===== src/rtl/simple_op_sequencer_if.sv =====
// Instruction, ALU-result and I/O handshake bundle between the sequencer and its surroundings.
// The slave side is the sequencer; the master side drives instructions and ALU/I/O results.
interface simple_op_sequencer_if;
    logic [15:0] instr;
    logic        instrValid;
    logic        ready;
    logic [3:0]  opselect;
    logic [3:0]  d;
    logic [2:0]  rsAddr;
    logic [2:0]  rdAddr;
    logic        isValid;
    logic        HaltFlag;
    logic        SZCVWriteFlag;
    logic        iRdWriteFlag;
    logic        S;
    logic        Z;
    logic        C;
    logic        V;
    logic [3:0]  szcv;
    logic        ioReq;
    logic        ioAck;
    logic        rdWrite;
    logic        nonAlu;
    logic        illegalOp;
    logic        halted;

    modport master (
        output instr, instrValid, HaltFlag, SZCVWriteFlag, iRdWriteFlag, S, Z, C, V, ioAck,
        input  ready, opselect, d, rsAddr, rdAddr, isValid, szcv, ioReq, rdWrite,
               nonAlu, illegalOp, halted
    );

    modport slave (
        input  instr, instrValid, HaltFlag, SZCVWriteFlag, iRdWriteFlag, S, Z, C, V, ioAck,
        output ready, opselect, d, rsAddr, rdAddr, isValid, szcv, ioReq, rdWrite,
               nonAlu, illegalOp, halted
    );
endinterface


===== src/rtl/simple_op_sequencer.sv =====
// Single-instruction sequencer: latches an instruction, qualifies the ALU, waits on I/O,
// then commits flags and the register write.  HALT is left only through reset.
//
//   state  | meaning
//   IDLE   | ready, waiting for instrValid
//   DECODE | classify latched instruction (non-ALU / illegal / execute)
//   EXEC   | ALU qualified; branch to HALT, IOWAIT or WB
//   IOWAIT | ALU qualified, ioReq raised until ioAck
//   WB     | one-cycle register write-back
//   HALT   | absorbing halt
module simple_op_sequencer (
    input logic           clock,
    input logic           reset_n,
    simple_op_sequencer_if.slave bus
);
    localparam logic [2:0] IDLE   = 3'd0;
    localparam logic [2:0] DECODE = 3'd1;
    localparam logic [2:0] EXEC   = 3'd2;
    localparam logic [2:0] IOWAIT = 3'd3;
    localparam logic [2:0] WB     = 3'd4;
    localparam logic [2:0] HALT   = 3'd5;

    logic [2:0]  state;
    logic [2:0]  state_nxt;
    logic [15:0] ir;
    logic [3:0]  szcv_q;
    logic        rd_wr_q;
    logic        is_alu;
    logic        is_illegal;
    logic        is_io;
    logic        last_valid;

    assign is_alu     = (ir[15:14] == 2'b11);
    assign is_illegal = (ir[7:4] == 4'b0111) || (ir[7:4] == 4'b1110);
    assign is_io      = (ir[7:4] == 4'b1100) || (ir[7:4] == 4'b1101);

    // Final qualified cycle: flags and the write request are captured here only.
    assign last_valid = ((state == EXEC) && !bus.HaltFlag && !is_io) ||
                        ((state == IOWAIT) && bus.ioAck);

    always_comb begin
        state_nxt = state;
        case (state)
            IDLE:    if (bus.instrValid) state_nxt = DECODE;
            DECODE:  state_nxt = (!is_alu || is_illegal) ? IDLE : EXEC;
            EXEC: begin
                if (bus.HaltFlag)  state_nxt = HALT;
                else if (is_io)    state_nxt = IOWAIT;
                else               state_nxt = WB;
            end
            IOWAIT:  if (bus.ioAck) state_nxt = WB;
            WB:      state_nxt = IDLE;
            HALT:    state_nxt = HALT;
            default: state_nxt = IDLE;
        endcase
    end

    always_ff @(posedge clock or negedge reset_n) begin
        if (!reset_n) begin
            state   <= IDLE;
            ir      <= 16'h0000;
            szcv_q  <= 4'b0000;
            rd_wr_q <= 1'b0;
        end else begin
            state <= state_nxt;
            if ((state == IDLE) && bus.instrValid)
                ir <= bus.instr;
            if (last_valid) begin
                rd_wr_q <= bus.iRdWriteFlag;
                if (bus.SZCVWriteFlag)
                    szcv_q <= {bus.S, bus.Z, bus.C, bus.V};
            end
        end
    end

    assign bus.ready     = (state == IDLE);
    assign bus.opselect  = ir[7:4];
    assign bus.d         = ir[3:0];
    assign bus.rsAddr    = ir[13:11];
    assign bus.rdAddr    = ir[10:8];
    assign bus.isValid   = (state == EXEC) || (state == IOWAIT);
    assign bus.ioReq     = (state == IOWAIT);
    assign bus.szcv      = szcv_q;
    assign bus.rdWrite   = (state == WB) && rd_wr_q;
    assign bus.nonAlu    = (state == DECODE) && !is_alu;
    assign bus.illegalOp = (state == DECODE) && is_alu && is_illegal;
    assign bus.halted    = (state == HALT);
endmodule


===== src/flat_wrapper.sv =====
// flat-port wrapper written by rule: the top's interface ports become plain ports
module simple_op_sequencer_flat 
  (clock, reset_n, bus_instr, bus_instrValid, bus_HaltFlag, bus_SZCVWriteFlag, bus_iRdWriteFlag, bus_S, bus_Z, bus_C, bus_V, bus_ioAck, bus_ready, bus_opselect, bus_d, bus_rsAddr, bus_rdAddr, bus_isValid, bus_szcv, bus_ioReq, bus_rdWrite, bus_nonAlu, bus_illegalOp, bus_halted);
  simple_op_sequencer_if bus_i ();
  input logic clock;
  input logic reset_n;
  input wire logic [$bits(bus_i.instr)-1:0] bus_instr;
  input wire logic [$bits(bus_i.instrValid)-1:0] bus_instrValid;
  input wire logic [$bits(bus_i.HaltFlag)-1:0] bus_HaltFlag;
  input wire logic [$bits(bus_i.SZCVWriteFlag)-1:0] bus_SZCVWriteFlag;
  input wire logic [$bits(bus_i.iRdWriteFlag)-1:0] bus_iRdWriteFlag;
  input wire logic [$bits(bus_i.S)-1:0] bus_S;
  input wire logic [$bits(bus_i.Z)-1:0] bus_Z;
  input wire logic [$bits(bus_i.C)-1:0] bus_C;
  input wire logic [$bits(bus_i.V)-1:0] bus_V;
  input wire logic [$bits(bus_i.ioAck)-1:0] bus_ioAck;
  output wire logic [$bits(bus_i.ready)-1:0] bus_ready;
  output wire logic [$bits(bus_i.opselect)-1:0] bus_opselect;
  output wire logic [$bits(bus_i.d)-1:0] bus_d;
  output wire logic [$bits(bus_i.rsAddr)-1:0] bus_rsAddr;
  output wire logic [$bits(bus_i.rdAddr)-1:0] bus_rdAddr;
  output wire logic [$bits(bus_i.isValid)-1:0] bus_isValid;
  output wire logic [$bits(bus_i.szcv)-1:0] bus_szcv;
  output wire logic [$bits(bus_i.ioReq)-1:0] bus_ioReq;
  output wire logic [$bits(bus_i.rdWrite)-1:0] bus_rdWrite;
  output wire logic [$bits(bus_i.nonAlu)-1:0] bus_nonAlu;
  output wire logic [$bits(bus_i.illegalOp)-1:0] bus_illegalOp;
  output wire logic [$bits(bus_i.halted)-1:0] bus_halted;
  assign bus_i.instr = bus_instr;
  assign bus_i.instrValid = bus_instrValid;
  assign bus_i.HaltFlag = bus_HaltFlag;
  assign bus_i.SZCVWriteFlag = bus_SZCVWriteFlag;
  assign bus_i.iRdWriteFlag = bus_iRdWriteFlag;
  assign bus_i.S = bus_S;
  assign bus_i.Z = bus_Z;
  assign bus_i.C = bus_C;
  assign bus_i.V = bus_V;
  assign bus_i.ioAck = bus_ioAck;
  assign bus_ready = bus_i.ready;
  assign bus_opselect = bus_i.opselect;
  assign bus_d = bus_i.d;
  assign bus_rsAddr = bus_i.rsAddr;
  assign bus_rdAddr = bus_i.rdAddr;
  assign bus_isValid = bus_i.isValid;
  assign bus_szcv = bus_i.szcv;
  assign bus_ioReq = bus_i.ioReq;
  assign bus_rdWrite = bus_i.rdWrite;
  assign bus_nonAlu = bus_i.nonAlu;
  assign bus_illegalOp = bus_i.illegalOp;
  assign bus_halted = bus_i.halted;
  simple_op_sequencer u_core (.clock(clock), .reset_n(reset_n), .bus(bus_i));
endmodule

===== config.mk =====
export PLATFORM = sky130hd
export DESIGN_NAME = simple_op_sequencer_flat
export DESIGN_NICKNAME = d
export VERILOG_FILES = /design/src/rtl/simple_op_sequencer_if.sv /design/src/rtl/simple_op_sequencer.sv /design/src/flat_wrapper.sv
export SDC_FILE = /design/constraint.sdc
export NUM_CORES = 1
export LEC_CHECK = 0
export BUFFER_PORTS_ARGS = -buffer_cell sky130_fd_sc_hd__buf_2
export CAP_MARGIN = 10
export CORE_MARGIN = 2
export CORE_UTILIZATION = 47
export CTS_CLUSTER_SIZE = 20
export DETAILED_ROUTE_END_ITERATION = 10
export GPL_TIMING_DRIVEN = 0
export PLACE_DENSITY_LB_ADDON = 0.3
export SLEW_MARGIN = 20
export SYNTH_ARGS = -nofsm -noshare
export SYNTH_HDL_FRONTEND = slang
export SYNTH_SLANG_ARGS = --single-unit
export TNS_END_PERCENT = 20

===== constraint.sdc =====
create_clock -name clock -period 1.81 [get_ports clock]
set_input_delay 0.181 -clock clock [delete_from_list [all_inputs] [get_ports clock]]
set_output_delay 0.181 -clock clock [all_outputs]
set_load 0.03 [all_outputs]

==> flow_metrics.tcl, run 1 <==
set metrics [dict create \
    status "complete, no violations" \
    ctsRootBufferMaster "clkbuf_4" \
    cts.clk_slew.worst_paths_ns 0.13 \
    die_h_um 56.7 \
    grt_pass1_wl_mm 4.34 \
    coreArea_sq_um 2690 \
    ioPinCount 52 \
    skew_ns 0.00460 \
    postSynthCellCount 104 \
    cts_max_level 1 \
    synth_nets 131 \
    final_area_sq_um 1680 \
    synth_ff_type "dfrtp_1" \
    synth_top_area_cell "dfrtp_1" \
    setup_tns_ns 0 \
    wl_per_cell_um 13.5 \
    drtIter0Drc 25 \
    synth-async-reset-ratio_pct 100 \
    globalRouteTotalUtil_pct 17.2 \
    path_delay_family "flip-flops" \
    grt_start_max_net_pins 25 \
    mostFrequentLayoutCells "buf_2 (49), dfrtp_1 (24), buf_4 (16)" \
    dieArea_sq_um 3210 \
    rows 19 \
    max-cap-violations 0 \
    hold_path.class "primary input to register" \
    cp_data_arrival_time_ns 1.51 \
    max_freq_mhz 590 \
    finalNetCount 188 \
    hold_start "bus_instr[6]" \
    synth_cell_types 30 \
    use_met2_pct 29.9 \
    clk-insertion-delay-late_ns 0.31 \
    r2r_slack_ns 0.24 \
    power.density_nw_per_um2 1890 \
    grt_pass1_vias 974 \
    wl_mm 2.58 \
    critPathMaxFanout 10 \
    avgSynthCellArea_sq_um 12.5 \
    rsz0062_at_grt "true" \
    synth_top_area_share_pct 46.1 \
    placed_cell_area_sq_um 1600 \
    ys_seq_area_share_pct 46.1 \
    cp-end-kind "output port" \
    area_growth_pct 28.7 \
    worst_pin_slew_ns 0.520 \
    gp_congestion 0.799 \
    via_per_inst 5.13 \
    tritoncts "yes" \
    yosys-top-cells-area "dfrtp_1 (46%), mux2_4 (13%), buf_4 (9.2%)" \
    min_period_ns 1.69 \
    hold_end "u_core.ir[6]$_DFFE_PN0P_" \
    drt_pass1_iterations 4 \
    synth_seq_cells 24 \
    ys_warn_count 0 \
    antenna_found_initial 0 \
    crit_type "register to output port" \
    setup_violations 0 \
    mostFrequentLayoutCell "buf_2" \
    worst-path-buf-inv 2 \
    num_antenna_cells 0 \
    cp_slowest_cell "dfrtp_1" \
    cts_sinks 24 \
    postRouteAntennaNets 0 \
    cpPeakStageDelay_ns 0.44 \
    numCtsBuffers 3 \
    critPathLaunchType "register" \
    start_util_pct 48.5 \
    r2r_start "u_core.state[0]$_DFFE_PN0P_" \
    grt.busiest_layer "met2" \
    max-vdd-ir-drop_mv 1.51 \
    fin_crit_sh_pct 93.6 \
    cts_max_path_buffers 2 \
    r2r_cells 6 \
    worstHoldPathCells 2 \
    hold_viol 0 \
    slew_viol_final 0 \
    drive_above_1_share_pct 61.3 \
    gr-total-overflow 0 \
    synth_edf_count 0 \
    p_leak_nw 0.844 \
    dp_hpwl_mm 2.01 \
    fp.dieW_um 56.7 \
    crit_chain "buf_6, nor3b_4, nand3_2, nor3_2, buf_4" \
    critical_path_required_ns 1.63 \
    io_buffers 51 \
    netlist_area_sq_um 1300 \
    rr_endpoint "u_core.ir[12]$_DFFE_PN0P_" \
    vias 979 \
    drc_errors 0 \
    final_util_pct 62.5 \
    grtUsageMet3_pct 2.76 \
    grt.met1_usage_pct 21.1 \
    slew_headroom_pct 65.4 \
]
-- timing repair --
action,4_1_cts,5_1_grt
hold buffers,1,0
resized for setup,2,7
hold endpoints to repair,24,0
setup endpoints to repair,2,2
setup buffers,0,0
pin swaps,0,1
-- power breakdown --
part	switching, W	total, W	internal [W]
Combinational	0.000978	0.00190	0.000925
Clock	0.000157	0.000280	0.000123
Sequential	0.000194	0.000983	0.000789
-- area by class of cell --
| class | instances | area, sq um |
|---|---|---|
| well taps | 31 | 38.8 |
| fillers | 232 | 1010 |
| multi-input cells | 60 | 558 |
| repair buffers | 52 | 270 |
| inverters | 1 | 3.75 |
| clock buffers | 4 | 36.3 |
| plain buffers | 19 | 170 |
| flip-flops and latches | 24 | 601 |
-- cells by family after synthesis --
| kind of cell | synth area share (%) |
|---|---|
| AND/OR/NAND/NOR | 13.5 |
| flip-flops | 46.1 |
| buffers and inverters | 12.8 |
| multiplexers | 18.6 |
| AO/OA/AOI/OAI | 8.35 |
| XOR/XNOR | 0.672 |
-- how the worst max path moves through the flow --
stage          slack [ns]                   startpoint  cells after the start                   endpoint
5_1_grt            -0.007  u_core.state[1]$_DFFE_PN0P_                      5              bus_illegalOp
4_1_cts              0.02  u_core.state[1]$_DFFE_PN0P_                      4                 bus_nonAlu
2_1_floorplan        0.04  u_core.state[1]$_DFFE_PN0P_                      3                 bus_nonAlu
3_5_place_dp         0.24  u_core.state[0]$_DFFE_PN0P_                      6   u_core.ir[8]$_DFFE_PN0P_
6_report             0.12  u_core.state[1]$_DFFE_PN0P_                      5              bus_illegalOp
3_3_place_gp         0.27  u_core.state[0]$_DFFE_PN0P_                      6  u_core.ir[10]$_DFFE_PN0P_
-- cells in the mapped netlist, types with 2 or more instances --
| library cell | count |
|---|---|
| and3b_1 | 2 |
| nand3b_1 | 2 |
| o22ai_1 | 4 |
| mux2_4 | 11 |
| nor3b_1 | 3 |
| nand2_1 | 8 |
| o21ai_0 | 6 |
| buf_6 | 2 |
| dfrtp_1 | 24 |
| buf_4 | 16 |
| nor3_1 | 2 |
| mux2_2 | 6 |
-- sequential cells by signal (all words and copies together) (netlist names) --
name and cells:
u_core.ir 16, u_core.state 3, u_core.bus.szcv 4, u_core.rd_wr_q 1
-- stage by stage --
step,power [W],setup slack (ns),cells,hold WS [ns]
2_1_floorplan,0.00244,0.0383,104,-0.115
3_3_place_gp,0.00279,0.274,186,0.185
3_5_place_dp,0.00285,0.241,186,0.188
4_1_cts,0.00315,0.0151,191,0.0783
5_1_grt,0.00336,-0.00668,191,0.0711
6_report,0.00317,0.116,191,0.0882
-- routing by layer --
metal  share of wire [%]  up-vias  wire, um
met5                   0        -         0
met3                 5.9        6       153
li1                    -      469         -
met1                  40      468      1030
met2                  52       36      1350
met4                 1.9        0        49
(Power assumes the default switching activity.)
==> run 2, diff against run 1 <==
--- a/config.mk
+++ b/config.mk
@@ -7,8 +7,10 @@
 export LEC_CHECK = 0
 export BUFFER_PORTS_ARGS = -buffer_cell sky130_fd_sc_hd__buf_2
 export CAP_MARGIN = 10
+export CELL_PAD_IN_SITES_DETAIL_PLACEMENT = 1
+export CELL_PAD_IN_SITES_GLOBAL_PLACEMENT = 1
 export CORE_MARGIN = 2
-export CORE_UTILIZATION = 47
+export CORE_UTILIZATION = 30
 export CTS_CLUSTER_SIZE = 20
 export DETAILED_ROUTE_END_ITERATION = 10
 export GPL_TIMING_DRIVEN = 0
==> flow_metrics.tcl, run 2 (synthesis results as in run 1) <==
set metrics [dict create \
    largest_register_ffs 16 \
    globalRouteTotalUtil_pct 12.6 \
    drt_pass1_iterations 4 \
    critPathLaunchType "register" \
    met3_length_um 237 \
    wl_mm 2.98 \
    numCtsBuffers 3 \
    grt_start_max_net_pins 25 \
    worst_pin_slew_ns 0.547 \
    slew_headroom_pct 63.5 \
    critical_path_required_ns 1.63 \
    hold_path.class "primary input to register" \
    fin_crit_sh_pct 93.8 \
    num_antenna_cells 0 \
    coreArea_sq_um 4090 \
    tritoncts "yes" \
    ctsRootBufferMaster "clkbuf_8" \
    final_util_pct 41.5 \
    ioPinCount 52 \
    fp.dieW_um 69.9 \
    m1WireLength_mm 1.26 \
    cp-end-kind "output port" \
    place_inst 205 \
    worstHoldPathCells 2 \
    cp_data_arrival_time_ns 1.52 \
    antenna_found_initial 0 \
    critPathMaxFanout 10 \
    status "complete, no violations" \
    max-vdd-ir-drop_mv 0.876 \
    die_h_um 69.9 \
    r2r_cells 6 \
    hold_viol 0 \
    drive_above_1_share_pct 60.4 \
    power.density_nw_per_um2 1890 \
    area_growth_pct 30.0 \
    cts.clk_slew.worst_paths_ns 0.08 \
    wl_per_cell_um 14.3 \
    highest_layer "met4" \
    finalNetCount 188 \
    dp_hpwl_mm 2.31 \
    gp_congestion 0.703 \
    power.total_w 0.00320 \
    met2_length_mm 1.45 \
    gr-total-overflow 0 \
    cts_sinks 24 \
    mostFrequentLayoutCells "buf_2 (50), dfrtp_1 (24), buf_4 (16)" \
    rows 23 \
    regMostFlops "u_core.ir" \
    dieArea_sq_um 4890 \
    drc_errors 0 \
    rsz0062_at_grt "true" \
    grt_pass1_vias 1041 \
    cts_max_level 1 \
    crit_type "register to output port" \
    slew_viol_final 0 \
    max_freq_mhz 589 \
    postRouteAntennaNets 0 \
    setup_tns_ns 0 \
    grt_pass1_wl_mm 4.89 \
    fin_cells 209 \
    start_util_pct 31.9 \
    drtIter0Drc 43 \
    cts_max_path_buffers 2 \
    vias 971 \
    skew_ns 0.00348 \
    setup_violations 0 \
    max-cap-violations 0 \
    p_leak_nw 0.842 \
    mostFrequentLayoutCell "buf_2" \
    min_period_ns 1.70 \
    via_per_inst 4.65 \
    io_buffers 51 \
    clk-insertion-delay-late_ns 0.26 \
]
## run 2: cell count changes in the layout (fill, tap and decap cells not counted)
| cell | previous run | this run |
|---|---|---|
| a21boi_0 | 0 | 1 |
| buf_2 | 49 | 50 |
| buf_6 | 4 | 3 |
| nand3_2 | 1 | 0 |
| nand3_1 | 0 | 1 |
| clkbuf_8 | 1 | 3 |
| a21boi_1 | 1 | 0 |
| clkbuf_4 | 3 | 0 |
## run 2: critical path: stages (launching register included)
cell and delay, ns:
dfrtp_1 0.42, buf_6 0.16, nor3b_4 0.21, nand3_1 0.11
nor3_2 0.15, buf_4 0.20
## run 2: stage by stage
stage	instance area [sq um]	setup WS (ns)	hold WS, ns
6_report	1700	0.112	0.143
5_1_grt	1700	-0.00622	0.134
4_1_cts	1680	0.0145	0.138
3_5_place_dp	1620	0.198	0.209
3_3_place_gp	1620	0.243	0.192
2_1_floorplan	1300	0.0383	-0.115
## run 2: path summary, 6_finish.rpt
kind | start | to | slack (ns)
min in group asynchronous | reset_n | u_core.state[2]$_DFFE_PN0P_ | 0.43
worst min-delay path | bus_instr[10] | u_core.ir[10]$_DFFE_PN0P_ | 0.14
max in group asynchronous | reset_n | u_core.ir[6]$_DFFE_PN0P_ | 1.01
worst min register to register | u_core.ir[3]$_DFFE_PN0P_ | u_core.ir[3]$_DFFE_PN0P_ | 0.51
worst max register to register | u_core.state[0]$_DFFE_PN0P_ | u_core.ir[0]$_DFFE_PN0P_ | 0.23
worst max-delay path | u_core.state[1]$_DFFE_PN0P_ | bus_illegalOp | 0.11
## run 2: what timing repair did
item                                   in CTS  in global routing
endpoints found under the hold margin      24                  0
hold buffers                                1                  0
resized for setup                           2                  3
setup endpoints to repair                   2                  2
buffers inserted                            0                  0
## run 2: metal layers
layer | up-vias | GRT usage, %
met5 | - | 0
met4 | 0 | 3.85
met3 | 4 | 4.62
met2 | 32 | 20.7
met1 | 471 | 15.3
li1 | 464 | -
## run 2: area by class of cell
type	count	area (sq um)
inverter	1	3.75
buffer	19	166
clock buffer	3	41.3
tap	50	62.6
sequential	24	601
fill	466	2390
multi-input combinational	60	553
timing repair buffer	52	268
## run 2: where the power goes
part	internal [W]	total (W)	switching [W]
combinational	0.000914	0.00192	0.00100
sequential	0.000791	0.000976	0.000185
clock	0.000149	0.000310	0.000162
total	0.00185	0.00320	0.00135
==> run 3, diff against run 2 <==
--- a/config.mk
+++ b/config.mk
@@ -10,7 +10,7 @@
 export CELL_PAD_IN_SITES_DETAIL_PLACEMENT = 1
 export CELL_PAD_IN_SITES_GLOBAL_PLACEMENT = 1
 export CORE_MARGIN = 2
-export CORE_UTILIZATION = 30
+export CORE_UTILIZATION = 36
 export CTS_CLUSTER_SIZE = 20
 export DETAILED_ROUTE_END_ITERATION = 10
 export GPL_TIMING_DRIVEN = 0
==> flow_metrics.tcl, run 3 (synthesis results as in run 1) <==
set metrics [dict create \
    status "complete, no violations" \
    grt_pass1_wl_mm 4.55 \
    cts.clk_slew.worst_paths_ns 0.13 \
    critical_path_required_ns 1.63 \
    num_antenna_cells 0 \
    gr-total-overflow 0 \
    fillCellCount 388 \
    worst_pin_slew_ns 0.533 \
    slew_headroom_pct 64.5 \
    wl_mm 2.78 \
    regMostFlops "u_core.ir" \
    cts_sinks 24 \
    max-cap-violations 0 \
    r2r_slack_ns 0.13 \
    rsz0062_at_grt "true" \
    ioPinCount 52 \
    hold_path.class "primary input to register" \
    globalRouteTotalUtil_pct 14.1 \
    clk-insertion-delay-late_ns 0.31 \
    cp.depth 5 \
    dp_hpwl_mm 2.16 \
    final_util_pct 49.7 \
    min_period_ns 1.72 \
    path_delay_family "simple AND/OR/NAND/NOR gates" \
    power.density_nw_per_um2 1880 \
    r2r_start "u_core.state[1]$_DFFE_PN0P_" \
    slew_viol_final 0 \
    vias 978 \
    finalNetCount 190 \
    worst-path-buf-inv 2 \
    critPathLaunchType "register" \
    worstHoldPathCells 2 \
    critPathLaunch "u_core.state[2]$_DFFE_PN0P_" \
    p_leak_nw 0.851 \
    via_per_inst 4.70 \
    cts_max_level 1 \
    r2r_cells 7 \
    fin_crit_sh_pct 95.1 \
    skew_ns 0.00373 \
    m1WireLength_mm 1.17 \
    crit_path_end "bus_illegalOp" \
    crit_chain "buf_4, nor3b_4, nand3_1, nor3_2, buf_4" \
    grt_start_max_net_pins 25 \
    gp_congestion 0.720 \
    start_util_pct 38.2 \
    grt_pass1_vias 1002 \
    ctsRootBufferMaster "clkbuf_4" \
    rr_endpoint "u_core.ir[14]$_DFFE_PN0P_" \
    mostFrequentLayoutCell "buf_2" \
    setup_ws_ns 0.0892 \
    cp_slowest_cell "dfrtp_1" \
    cp-end-kind "output port" \
    rows 21 \
    whs_ns 0.0849 \
    antenna_found_initial 0 \
    die_h_um 64.2 \
    drt_pass1_iterations 2 \
    postRouteAntennaNets 0 \
    wl_per_cell_um 13.3 \
    max_freq_mhz 581 \
    crit_type "register to output port" \
    cpMostUsedCell "buf_4" \
    post-place-ws_ns 0.208 \
    max-vdd-ir-drop_mv 0.703 \
    cp_data_arrival_time_ns 1.54 \
    highest_layer "met4" \
    drc_errors 0 \
    hold_viol 0 \
    coreArea_sq_um 3420 \
    io_buffers 51 \
    power.total_w 0.00319 \
    fp.dieW_um 64.2 \
    mostFrequentLayoutCells "buf_2 (49), dfrtp_1 (24), buf_4 (19)" \
    cpPeakStageDelay_ns 0.38 \
    dieArea_sq_um 4120 \
    placed_cell_area_sq_um 1620 \
    area_growth_pct 30.3 \
    met3_length_um 158 \
    drtIter0Drc 57 \
    numCtsBuffers 3 \
    cts_max_path_buffers 2 \
    final_area_sq_um 1700 \
    met2_length_mm 1.41 \
    drive_above_1_share_pct 61.1 \
    tritoncts "yes" \
    largest_register_ffs 16 \
    critPathMaxFanout 10 \
    setup_violations 0 \
]
-- run 3: what timing repair did --
item | CTS | global route
pin swaps | 0 | 1
buffers inserted | 1 | 1
gates resized for setup | 3 | 2
setup endpoints to repair | 2 | 2
hold endpoints to repair | 24 | 0
hold buffers | 1 | 0
-- run 3: layout make-up --
class	count	area, sq um	share of cell area, %
multi-input combinational	60	553	32.5
inverter	1	3.75	0.221
timing repair buffer	54	285	16.8
tap	46	57.6	3.39
buffer	19	163	9.57
sequential	24	601	35.3
clock buffer	4	36.3	2.14
-- run 3: worst min-delay path by stage --
| stage | startpoint | endpoint |
|---|---|---|
| finish | bus_instr[11] | u_core.ir[11]$_DFFE_PN0P_ |
| global route | bus_instr[11] | u_core.ir[11]$_DFFE_PN0P_ |
| floorplan | reset_n | u_core.bus.szcv[0]$_DFFE_PN0P_ |
| global placement | reset_n | u_core.rd_wr_q$_DFFE_PN0P_ |
| detailed placement | reset_n | u_core.rd_wr_q$_DFFE_PN0P_ |
| CTS | bus_instr[12] | u_core.ir[12]$_DFFE_PN0P_ |
-- run 3: power breakdown --
part | switching [W] | total [W] | internal [W]
Combinational | 0.00100 | 0.00193 | 0.000934
Clock | 0.000160 | 0.000283 | 0.000123
Sequential | 0.000182 | 0.000971 | 0.000789
Total | 0.00134 | 0.00319 | 0.00185
-- run 3: routing by layer --
layer | track usage [%] | vias up
met1 | 16.8 | 473
met4 | 4.79 | 0
met2 | 25.3 | 28
li1 | - | 473
met5 | 0 | -
met3 | 2.64 | 4
-- run 3: worst reg2reg max path: cells and delay by family (launching register included) --
kind | cells | cell delay, ns
muxes | 1 | 0.30
buffers and inverters | 4 | 0.55
and+or+nand+nor | 2 | 0.31
DFF | 1 | 0.41
-- run 3: metrics by stage --
stage               std cells  TNS [ns]
finish                    208         0
global route              208  -0.00448
CTS                       207         0
detailed placement        201         0
global placement          201         0
floorplan                 104         0
